`src/rtl/layer_compositor.sv`:
```
// layer_compositor: N-layer priority compositor placed between the object drawers and the VGA output stage.
// Features: a runtime-writable per-game-state layer mask table, a frame-synchronous
// fade-to-black when the game state changes, and per-frame collision reporting.
// Ports:
//   clk, resetN                pixel clock, asynchronous active-low reset
//   game_state, startOfFrame   requested game state, first-pixel-of-frame pulse
//   layer_dr, layer_rgb        per-layer draw request and packed RGB (layer 0 = highest priority)
//   background_rgb             fill colour for undrawn pixels in BG_STATE_MASK states
//   mask_wr/state/data         mask table write port
//   Red/Green/Blue_level       composited pixel, 2 cycles after the pixel inputs
//   hit_vector, hit_valid      previous-frame collisions against layer 0, update pulse
//   fade_busy                  high while a fade is in progress
module layer_compositor #(
  parameter int unsigned N_LAYERS        = 8,
  parameter int unsigned COLOR_W         = 4,
  parameter logic [7:0]  BG_STATE_MASK   = 8'b0000_0100,
  parameter bit          FADE_EN         = 1'b1,
  parameter int unsigned FRAMES_PER_STEP = 1
) (
  input  logic                            clk,
  input  logic                            resetN,
  input  logic [2:0]                      game_state,
  input  logic                            startOfFrame,
  input  logic [N_LAYERS-1:0]             layer_dr,
  input  logic [N_LAYERS*3*COLOR_W-1:0]   layer_rgb,
  input  logic [3*COLOR_W-1:0]            background_rgb,
  input  logic                            mask_wr,
  input  logic [2:0]                      mask_state,
  input  logic [N_LAYERS-1:0]             mask_data,
  output logic [COLOR_W-1:0]              Red_level,
  output logic [COLOR_W-1:0]              Green_level,
  output logic [COLOR_W-1:0]              Blue_level,
  output logic [N_LAYERS-1:0]             hit_vector,
  output logic                            hit_valid,
  output logic                            fade_busy
);

  localparam int unsigned RGB_W  = 3 * COLOR_W;
  localparam int unsigned PROD_W = COLOR_W + 5;
  localparam int unsigned LVL_W  = 5;
  localparam int unsigned CNT_W  = 4;
  localparam logic [LVL_W-1:0] LVL_MAX  = LVL_W'(16);
  localparam logic [CNT_W-1:0] CNT_LAST = CNT_W'(FRAMES_PER_STEP - 1);

  typedef enum logic [1:0] {ST_IDLE, ST_FADE_OUT, ST_FADE_IN} fade_state_e;

  fade_state_e          state_q, state_d;
  logic [LVL_W-1:0]     level_q, level_d;
  logic [2:0]           shown_q, shown_d;
  logic [CNT_W-1:0]     frame_cnt_q, frame_cnt_d;
  logic                 init_q;
  logic [N_LAYERS-1:0]  mask_q [8];
  logic [N_LAYERS-1:0]  acc_q;
  logic [RGB_W-1:0]     pix_q;

  logic [N_LAYERS-1:0]  eff_c;
  logic [N_LAYERS-1:0]  hits_c;
  logic [RGB_W-1:0]     pix_c;
  logic                 step_c;

  // Channel scaling by the fade level: L=16 is identity, L=0 is black.
  function automatic logic [COLOR_W-1:0] scale(input logic [COLOR_W-1:0] c,
                                               input logic [LVL_W-1:0]   l);
    logic [PROD_W-1:0] p;
    p = PROD_W'(c) * PROD_W'(l);
    return COLOR_W'(p >> 4);
  endfunction

  assign eff_c  = layer_dr & mask_q[shown_q];
  // Layer 0 is the collision reference, so bit 0 never reports.
  assign hits_c = {eff_c[N_LAYERS-1:1] & {(N_LAYERS-1){eff_c[0]}}, 1'b0};
  assign step_c = startOfFrame && (frame_cnt_q == CNT_LAST);

  // Lowest-index enabled layer wins; otherwise background or black.
  always_comb begin
    pix_c = BG_STATE_MASK[shown_q] ? background_rgb : '0;
    for (int i = N_LAYERS - 1; i >= 0; i--) begin
      if (eff_c[i]) pix_c = layer_rgb[i*RGB_W +: RGB_W];
    end
  end

  // Fade sequencing and shown-state selection.
  always_comb begin
    state_d     = state_q;
    level_d     = level_q;
    shown_d     = shown_q;
    frame_cnt_d = frame_cnt_q;
    if (startOfFrame) frame_cnt_d = step_c ? '0 : frame_cnt_q + CNT_W'(1);
    if (!init_q) begin
      // First clock after reset adopts the requested state without fading.
      shown_d = game_state;
    end else if (!FADE_EN) begin
      state_d     = ST_IDLE;
      level_d     = LVL_MAX;
      shown_d     = game_state;
      frame_cnt_d = '0;
    end else begin
      case (state_q)
        ST_IDLE: begin
          level_d = LVL_MAX;
          if (game_state != shown_q) begin
            state_d     = ST_FADE_OUT;
            frame_cnt_d = '0;
          end
        end
        ST_FADE_OUT: begin
          // A retarget from FADE_IN can arrive here already at black.
          if (level_q == '0) begin
            shown_d     = game_state;
            state_d     = ST_FADE_IN;
            frame_cnt_d = '0;
          end else if (step_c) begin
            level_d = level_q - LVL_W'(1);
            if (level_q == LVL_W'(1)) begin
              shown_d     = game_state;
              state_d     = ST_FADE_IN;
              frame_cnt_d = '0;
            end
          end
        end
        ST_FADE_IN: begin
          if (game_state != shown_q) begin
            state_d     = ST_FADE_OUT;
            frame_cnt_d = '0;
          end else if (step_c) begin
            level_d = level_q + LVL_W'(1);
            if (level_q == LVL_W'(15)) begin
              state_d     = ST_IDLE;
              frame_cnt_d = '0;
            end
          end
        end
        default: begin
          state_d     = ST_IDLE;
          level_d     = LVL_MAX;
          frame_cnt_d = '0;
        end
      endcase
    end
  end

  // Fade state registers.
  always_ff @(posedge clk or negedge resetN) begin
    if (!resetN) begin
      state_q     <= ST_IDLE;
      level_q     <= LVL_MAX;
      shown_q     <= 3'd0;
      frame_cnt_q <= '0;
      init_q      <= 1'b0;
      fade_busy   <= 1'b0;
    end else begin
      state_q     <= state_d;
      level_q     <= level_d;
      shown_q     <= shown_d;
      frame_cnt_q <= frame_cnt_d;
      init_q      <= 1'b1;
      fade_busy   <= (state_d != ST_IDLE);
    end
  end

  // Mask table, two-stage pixel pipeline and collision accumulator.
  always_ff @(posedge clk or negedge resetN) begin
    if (!resetN) begin
      for (int s = 0; s < 8; s++) mask_q[s] <= '1;
      pix_q       <= '0;
      Red_level   <= '0;
      Green_level <= '0;
      Blue_level  <= '0;
      acc_q       <= '0;
      hit_vector  <= '0;
      hit_valid   <= 1'b0;
    end else begin
      if (mask_wr) mask_q[mask_state] <= mask_data;
      pix_q       <= pix_c;
      Red_level   <= scale(pix_q[RGB_W-1 -: COLOR_W], level_q);
      Green_level <= scale(pix_q[2*COLOR_W-1 -: COLOR_W], level_q);
      Blue_level  <= scale(pix_q[COLOR_W-1:0], level_q);
      hit_valid   <= startOfFrame;
      if (startOfFrame) begin
        // The startOfFrame pixel belongs to the new frame.
        hit_vector <= acc_q;
        acc_q      <= hits_c;
      end else begin
        acc_q <= acc_q | hits_c;
      end
    end
  end

endmodule

```
`config.mk`:
```
export PLATFORM = sky130hd
export DESIGN_NAME = layer_compositor
export DESIGN_NICKNAME = d
export VERILOG_FILES = /design/src/rtl/layer_compositor.sv
export SDC_FILE = /design/constraint.sdc
export NUM_CORES = 1
export LEC_CHECK = 0
export BUFFER_PORTS_ARGS = -buffer_cell sky130_fd_sc_hd__buf_2
export CAP_MARGIN = 40
export CELL_PAD_IN_SITES_DETAIL_PLACEMENT = 1
export CELL_PAD_IN_SITES_GLOBAL_PLACEMENT = 1
export CORE_MARGIN = 4
export CORE_UTILIZATION = 44
export CTS_CLUSTER_DIAMETER = 40
export DETAILED_ROUTE_END_ITERATION = 8
export PLACE_DENSITY = 0.78
export SYNTH_ARGS = -nofsm -noshare
export SYNTH_HDL_FRONTEND = slang
export SYNTH_SLANG_ARGS = --single-unit
```
`constraint.sdc`:
```
create_clock -name clk -period 4.25 [get_ports clk]
set_input_delay 0.2125 -clock clk [delete_from_list [all_inputs] [get_ports clk]]
set_output_delay 0.2125 -clock clk [all_outputs]
set_load 0.02 [all_outputs]
```
; ---- Yosys cells after proc, flatten, opt, wreduce, memory -nomap -nowiden
; Memory sizes are Yosys's and may differ from the RTL's.
; Index checks and enable logic that the tools add are counted.
[totals]
mem_bits_ro = 8
memories = 1
output_inout_bits = 22
regBits = 121
in_bits = 134
elab_cells = 104
[classes]
n_lt_le_gt_ge = 4
n_bitwise = 5
multipliers = 3
n_eq_ne = 12
addsub = 3
mux = 47
reduce_logical = 8
[mem_list]
columns = memory, depth, word_bits, rd, rd_ports_with_merged_regs, wr, line
row1 = (no name shown), 8, 1, 1, 0, 0, 76  ; pix_c = BG_STATE_MASK[shown_q] ? background_rgb : '0;
[ops]
columns = operator, n
row1 = two-way mux 12 bit, 9
row2 = bitwise mux 64 bit, 1
row3 = two-way mux 4 bit, 10
row4 = two-way mux 8 bit, 4
row5 = binary-select mux 8 bit (select 3 bit), 1
row6 = demux 8 bit (select 3 bit), 1
row7 = multiplier 4 x 5 -> 8 bit, 3
row8 = two-way mux 5 bit, 4
row9 = two-way mux 2 bit, 8
row10 = two-way mux 3 bit, 5
row11 = case mux 4 bit (3 select lines), 1
row12 = case mux 5 bit (2 select lines), 1
row13 = bitwise AND 8 bit, 1
row14 = >= comparator 4 bit (second input constant), 2
row15 = != test 2 bit (second input constant), 4
row16 = NOT 3 -> 4 bit, 2
row17 = OR 8 bit, 1
row18 = bitwise AND 7 bit, 1
row19 = != test 3 x 1 -> 1 bit (second input constant), 2
row20 = case mux 2 bit (3 select lines), 1
row21 = adder 5 x 1 -> 5 bit (second input constant), 1
row22 = == test 5 x 1 -> 1 bit (second input constant), 1
row23 = == test 5 x 4 -> 1 bit (second input constant), 1
row24 = zero test 5 bit, 1
row25 = 15 further kinds, 16

; ---- Longest topological paths before layout
; Gate-level depths: netlist of the first run.
[depth]
ltp_word = 13
ltp_mapped = 13

; ---- Worst setup path after synthesis of the first run
; Ideal clock, no wire load.
[synth_path]
kind = flip-flop to flip-flop
start = reg level_q[2]
end = reg Blue_level[3]
stages_incl_launch_ff = 14
setup_slack_ps = 1011
setup_ps = 80
arrival_ps = 3159
path_cell_list = dfrtp_1 -> clkbuf_1 -> clkbuf_1 -> nand2_1 -> fa_1 -> fa_1 -> inv_1 -> ha_1 -> and4_1 -> a21o_1 -> a21oi_1 -> o21bai_1 -> a21oi_1 -> xnor2_1
[synth_between]
elab_chain_cells = 1
[synth_lines]
columns = element, line
row1 = "start, declared", 48  ; logic [LVL_W-1:0] level_q, level_d;
row2 = "start signal, assigned", 153  ; level_q <= level_d;
row3 = multiplier 4 x 5 -> 8 bit, 65  ; p = PROD_W'(c) * PROD_W'(l);
row4 = "end signal, assigned", 177  ; Blue_level <= scale(pix_q[COLOR_W-1:0], level_q);
row5 = "end, declared", 32  ; output logic [COLOR_W-1:0] Blue_level,
; Every way passes these cells.
; A chain may end at the register's enable or synchronous reset.

; ---- Worst setup path after layout of the first run
[layout_path]
start = reg level_q[2]
end = reg Red_level[3]
[layout_between]
elab_chain_cells = 1
[layout_lines]
columns = element, line
row1 = multiplier 4 x 5 -> 8 bit, 65
row2 = "end signal, assigned", 175  ; Red_level <= scale(pix_q[RGB_W-1 -: COLOR_W], level_q);
row3 = "end, declared", 30  ; output logic [COLOR_W-1:0] Red_level,
; Every way passes these cells.

==> results.yml, run 1 <==
run_status:
  status: "complete, no violations"
global_route:
  track_usage_pct: 24.2
  grt_pass1_wl_um: 36900
  overflow: 0
  grt_max_degree: 61
  grt_pass1_vias: 6769
  antenna_found_initial: 0
synth:
  async_reset_ff_share_pct: 100
  ys.flop_type: "dfstp_2"
  syn_avg_cell_area_um2: 11.0
  synth_cells: 691
  synth_sequential_area_ratio_pct: 40.2
  synth_seq_cells: 119
  ys_warn_count: 0
  synth_area_leader_cell: "dfstp_2"
  yosysTopAreaCellShare_pct: 22.4
  synth_area_leaders: "dfstp_2 22%, dfrtp_1 18%, mux2_2 14%, ha_1 6.2%, fa_1 3.9%"
  synth_nets: 878
  ys_types: 61
  synth_edf_count: 0
  synth.cell_area_mm2: 0.00761
route:
  first_pass_iters: 5
  ant_nets: 0
  vias: 6021
  routed_via_density: 5.62
  route.detailed.drc: 0
  wirelength_um: 23200
  drt_iter0_drc: 289
  wire_per_inst_um: 21.7
flow_run:
  max_cap_violations: 0
critical_path:
  slowest_stage: "dfrtp_1"
  critPathTopFamily: "adder cells"
  start_kind: "register"
  path_buf_inv: 1
  cp_slowest_stage_delay_ns: 0.72
  cp_data_required_time_ns: 4.59
  crit_start: "level_q[2]$_DFFE_PN0P_"
  timing.rr.start: "level_q[2]$_DFFE_PN0P_"
  critPathMaxFanout: 20
  criticalPathCategory: "reg -> reg"
  arrival_ns: 3.73
  cp-end-kind: "register"
  critical_path.cell_chain: "nand2_1 -> fa_1 -> inv_1 -> fa_1 -> ha_1 -> and4_1 -> a21o_1 -> a21oi_1 -> o21bai_1 -> a21oi_1 -> xnor2_1"
clock_network:
  cts.sinks: 119
  cts_setup_buffers: 0
  tritoncts: "done"
  cts_hold_buffers: 1
  root_buffer: "clkbuf_16"
  htreeDepth: 4
  postCtsResizedCells: 0
  clk_latency_ns: 0.42
  clk_pin_slew_ns: 0.06
  clock_path_buffers: 2
  cts-buffers-inserted: 17
sta:
  hold_violations: 0
  period_share_pct: 79.9
  finalSetupViolCount: 0
  hold_ws_ns: 0.0463
  slew-limit-headroom_pct: 40.7
  drv_slew: 0
  min_period_ns: 3.39
  setup-tns-final_ns: 0
  worstMarginPinSlew_ns: 0.885
  rsz0062_at_grt: "false"
  max_clock_freq_mhz: 295
  skew_ns: 0.00751
cells_and_area:
  area_delta_synth_final_pct: 20.5
  drive_above_1_share_pct: 45.9
  fill_cells: 1825
  diodes: 0
  nets: 1025
  layout_commonest_cell: "buf_2"
  final_cell_mix: "153 x buf_2, 96 x mux2_2, 65 x dfstp_2"
power_and_ir_drop:
  sw_frac_of_total_pct: 39.2
  p_seq_share_pct: 32.6
  power_per_cell_area_mw_per_mm2: 637
  switchingPower_mw: 2.29
  ir_drop_uv: 363
  leakage_nw: 4.28
  p_comb_share_pct: 42.4
  intPower_mw: 3.56
  clkPwrFrac_pct: 25.0
floorplan:
  die_y_um: 140
  num_rows: 47
  core_mm2: 0.0168
  io_pins: 156
  start_util_pct: 45.4
  dieArea_mm2: 0.0195
  die_w_um: 140
place:
  gp_congestion: 0.897
  dp_hpwl_um: 17500
  numPortBuffers: 154
hold_path:
  min_from: "layer_rgb[11]"
  hold_class: "in -> reg"
[worst register-to-register path, delay by kind of cell (launching register included)]
family / cells / cell delay (ns)
AO/OA/AOI/OAI: 4 / 0.78
adder cells (fa/ha/maj): 3 / 1.28
buffers and inverters: 1 / 0.06
XOR/XNOR: 1 / 0.15
flip-flops: 1 / 0.72
AND/OR/NAND/NOR: 2 / 0.33
[Yosys cell counts (all sizes together), types with 15 or more instances]
library cell,n
a21oi,26
and2,31
buf,19
clkbuf,20
dfrtp,54
dfstp,65
fa,15
ha,38
inv,53
mux2,96
nand2,56
nor2,25
nor3,18
o21ai,32
[through the flow]
step / setup WS, ns / instances / util [%] / cell area, um2 / total power [mW]
after detailed placement: 0.872 / 1037 / 51.1 / 8570 / 4.37
after floorplan: 1.01 / 691 / - / 7610 / 3.64
after CTS: 0.860 / 1070 / 54.7 / 9170 / 5.89
after global routing: 0.599 / 1071 / 54.8 / 9180 / 6.25
after global placement: 1.03 / 1034 / 50.8 / 8510 / 4.20
final: 0.856 / 1071 / 54.8 / 9180 / 5.85
[registers in the layout, indices dropped and copies added (netlist names), 5 cells and up]
register	cells
acc_q	7
mask_q	64
pix_q	12
hit_vector	7
level_q	5
[area by class of cell]
type / instances / area (um2) / area share [%]
multi-input combinational: 480 / 4140 / 45.1
sequential: 119 / 3060 / 33.3
timing repair buffer: 167 / 913 / 9.95
clock buffer: 18 / 429 / 4.68
tap: 220 / 275 / 3.00
inverter: 53 / 199 / 2.17
clock inverter: 14 / 163 / 1.77
[logic make-up (layout without fill, tap and decap cells)]
group | Yosys count | after routing | share of synthesized area, %
buffers and inverters | 92 | 252 | 5.59
XOR/XNOR | 24 | 24 | 2.76
multiplexers | 111 | 111 | 18.0
flip-flops | 119 | 119 | 40.2
AND/OR/NAND/NOR | 154 | 154 | 10.5
AO/OA/AOI/OAI | 136 | 136 | 12.7
other | 2 | 2 | 0.0986
adder cells (fa/ha/maj) | 53 | 53 | 10.2
[path summary, 6_finish.rpt]
kind	endpoint	slack (ns)	cells after the start
worst max-delay path	Red_level[3]$_DFF_PN0_	0.86	11
worst min-delay path	pix_q[11]$_DFF_PN0_	0.05	2
worst max register to register	Red_level[3]$_DFF_PN0_	0.86	11
worst min register to register	hit_vector[1]$_DFFE_PN0P_	0.50	1
max in group asynchronous	hit_vector[3]$_DFFE_PN0P_	3.17	3
min in group asynchronous	Blue_level[2]$_DFF_PN0_	0.21	2
[power by group through the flow]
stage / Combinational, mW / Clock (mW) / Sequential [mW]
final: 2.48 / 1.46 / 1.91
after global routing: 2.76 / 1.54 / 1.95
after CTS: 2.49 / 1.49 / 1.91
after detailed placement: 2.45 / 0 / 1.91
after global placement: 2.31 / 0 / 1.90
after floorplan: 1.82 / 0 / 1.82
[layer usage]
metal | part of all wire, % | vias to the layer above | track usage, % | routed length, um
li1 | - | 2747 | - | -
met3 | 3.4 | 52 | 4.56 | 799
met4 | 2.8 | 0 | 8.87 | 652
met2 | 52 | 159 | 42.4 | 12200
met1 | 41 | 3063 | 29.7 | 9610
met5 | 0 | - | 0 | 0
No activity file was read; power rests on OpenSTA's default activity.
==> run 2, diff against run 1 <==
ABC_AREA = 1   (was default)
CORE_UTILIZATION = 37   (was 44)
PLACE_DENSITY = 0.74   (was 0.78)
clock period = 2.75 ns   (was 4.25 ns; I/O delays follow)
==> results.yml, run 2 <==
synth:
  ys.flop_type: "dfstp_2"
  synth.cell_area_mm2: 0.00795
  synth_edf_count: 0
  synth_cells: 1069
  async_reset_ff_share_pct: 100
  syn_avg_cell_area_um2: 7.44
  ys_warn_count: 0
  ys_types: 42
  synth_sequential_area_ratio_pct: 38.5
  yosysTopAreaCellShare_pct: 21.5
  synth_area_leaders: "dfstp_2 21%, dfrtp_1 17%, nand2_1 15%, inv_1 6.7%, ha_1 6.0%"
  synth_area_leader_cell: "dfstp_2"
  synth_commonest_cells: "319 x nand2_1, 142 x inv_1, 108 x nor2_1"
  synth_nets: 1256
  yosysMostFrequentCell: "nand2_1"
  synth_seq_cells: 119
route:
  wirelength_um: 26400
  ant_nets: 0
  first_pass_iters: 5
  routed_via_density: 4.91
  wl_met2_um: 13800
  top_layer: "met4"
  wire_per_inst_um: 17.0
  route.detailed.drc: 0
  wl_met3_um: 789
  drt_iter0_drc: 289
  vias: 7655
  met1_length_um: 11100
power_and_ir_drop:
  p_comb_share_pct: 51.2
  leakage_nw: 5.48
  clkPwrFrac_pct: 22.7
  switchingPower_mw: 4.74
  sw_frac_of_total_pct: 43.1
  ir_drop_uv: 452
  intPower_mw: 6.24
  p_seq_share_pct: 26.1
  power_per_cell_area_mw_per_mm2: 1060
  total_power_mw: 11.0
floorplan:
  core_mm2: 0.0211
  dieArea_mm2: 0.0239
  die_y_um: 155
  num_rows: 53
  start_util_pct: 37.7
  io_pins: 156
  die_w_um: 155
run_status:
  failed_checks: "setup timing"
  status: "complete, but fails checks"
critical_path:
  criticalPathCategory: "reg -> reg"
  cp_data_required_time_ns: 3.04
  start_kind: "register"
  cp-end-kind: "register"
  timing.rr.start: "level_q[0]$_DFFE_PN0P_"
  critPathMaxFanout: 4
  cp_common_cell: "inv_1"
  critical_path.cell_chain: "buf_6 -> buf_4 -> nand2_1 -> inv_1 -> ha_1 -> inv_1 -> fa_1 -> inv_1 -> ha_1 -> nand2_2 -> nor2_4 -> a31oi_4 -> o21bai_4 -> a21oi_2 -> nor2_1 -> nor2_1 -> xor2_1"
  arrival_ns: 3.34
  cp_slowest_stage_delay_ns: 0.54
  r2r_end: "Green_level[3]$_DFF_PN0_"
  reg2regPathDepth: 17
  r2r_setup_slack_ns: -0.30
  slowest_stage: "fa_1"
hold_path:
  hold_end: "acc_q[6]$_DFF_PN0_"
  hold_class: "in -> reg"
  min_from: "layer_dr[6]"
  min_path_cells: 3
sta:
  finalSetupViolCount: 9
  slew-limit-headroom_pct: 46.6
  drv_slew: 0
  worstMarginPinSlew_ns: 0.801
  skew_ns: 0.0134
  layout_setup_ws_ns: -0.295
  rsz0062_at_grt: "true"
  hold_violations: 0
  period_share_pct: 111
  setup-tns-final_ns: -1.20
  max_clock_freq_mhz: 328
  min_period_ns: 3.05
cells_and_area:
  nets: 1457
  drive_above_1_share_pct: 28.8
  final_util_pct: 49.2
  layout_commonest_cell: "nand2_1"
  largest_reg_flops: 64
  final_cell_mix: "308 x nand2_1, 153 x buf_2, 130 x inv_1"
  reg.largest.list: "mask_q x64, pix_q x12"
  top_register: "mask_q"
  area_delta_synth_final_pct: 30.4
  final_cells: 1559
global_route:
  overflow: 0
  grt_pass1_vias: 8310
  grt_max_degree: 61
  grt_pass1_wl_um: 42400
  antenna_found_initial: 1
  track_usage_pct: 21.9
clock_network:
  root_buffer: "clkbuf_16"
  cts-buffers-inserted: 17
  clk_latency_ns: 0.42
  cts.sinks: 119
  htreeDepth: 4
  tritoncts: "done"
  clk_pin_slew_ns: 0.06
  clock_path_buffers: 2
place:
  numPortBuffers: 154
  place_ws_ns: -0.349
  gp_congestion: 0.835
  dp_hpwl_um: 18500
  placedCellCount: 1498
flow_run:
  max_cap_violations: 0
[run 2: changes by cell type in the layout (fill, tap and decap cells not counted), sizes merged, moves of 12 or more]
cell and change:
o21ai +69, buf +45, nand2 +263, nand4 +14, nand3 +56, and2 -31
mux2 -96, a22oi -13, a211oi -12, nor3 -15, o32a -12, inv +88
nor2 +85, dlygate4sd3 +18
[run 2: worst max-delay path, delay by kind of cell (launching register included)]
family | cells | cell delay (ns)
adder cells (fa/ha/maj) | 3 | 0.99
AND/OR/NAND/NOR | 5 | 0.52
buffers and inverters | 5 | 0.46
AO/OA/AOI/OAI | 3 | 0.37
XOR/XNOR | 1 | 0.16
flip-flops | 1 | 0.41
[run 2: worst max path at each step]
| stage | from | end | slack, ns | cells after the start |
|---|---|---|---|---|
| after floorplan | level_q[2]$_DFFE_PN0P_ | Blue_level[3]$_DFF_PN0_ | -0.21 | 15 |
| after global placement | level_q[1]$_DFFE_PN0P_ | Blue_level[3]$_DFF_PN0_ | -0.14 | 13 |
| after detailed placement | level_q[1]$_DFFE_PN0P_ | Green_level[3]$_DFF_PN0_ | -0.35 | 13 |
| after CTS | level_q[2]$_DFFE_PN0P_ | Green_level[3]$_DFF_PN0_ | -0.25 | 13 |
| after global routing | level_q[0]$_DFFE_PN0P_ | Green_level[3]$_DFF_PN0_ | -0.39 | 17 |
| final | level_q[0]$_DFFE_PN0P_ | Green_level[3]$_DFF_PN0_ | -0.30 | 17 |
[run 2: cells by family (layout without fill, tap and decap cells)]
group                      Yosys count  in the layout  share of synthesized area, %
and+or+nand+nor                    508            508                          26.3
adders and majority gates           53             53                          9.75
xor gates and xnor gates            23             23                          2.53
buffers and inverters              195            409                          10.7
DFF                                119            119                          38.5
other                                2              3                        0.0944
AOI/OAI and AO/OA                  169            169                          12.1
[run 2: power by group through the flow]
stage,Combinational (mW),Clock (mW),Sequential (mW)
finish,5.62,2.50,2.87
global route,6.33,2.61,2.94
CTS,5.26,2.52,2.83
detailed placement,5.00,0,2.84
global placement,4.80,0,2.82
floorplan,3.38,0,2.82
[run 2: metrics by stage]
| stage | hold slack, ns | area, um2 |
|---|---|---|
| finish | 0.0284 | 10400 |
| global route | 0.0407 | 10400 |
| CTS | 0.0195 | 10200 |
| detailed placement | 0.276 | 9200 |
| global placement | 0.278 | 9200 |
| floorplan | -0.158 | 7980 |
[run 2: final cells by class]
type                    count  area [um2]
fillers                  2645       10700
multi-input cells         755        4220
flip-flops and latches    119        3060
repair buffers            230        1510
inverters                 147         559
clock buffers              23         553
well taps                 275         344
clock inverters             9         119
diodes                      1        2.50
[run 2: timing repair]
item | in CTS | in global routing
gates resized for setup | 16 | 46
hold buffers | 19 | 0
setup buffers | 9 | 4
pin swaps | 21 | 22
hold endpoints to repair | 40 | 0
setup endpoints to repair | 10 | 10
[run 2: layer usage]
metal	GRT usage (%)	vias to the layer above
met5	0	-
met4	7.06	0
met3	4.28	51
met2	39.3	131
met1	26.4	3702
li1	-	3771
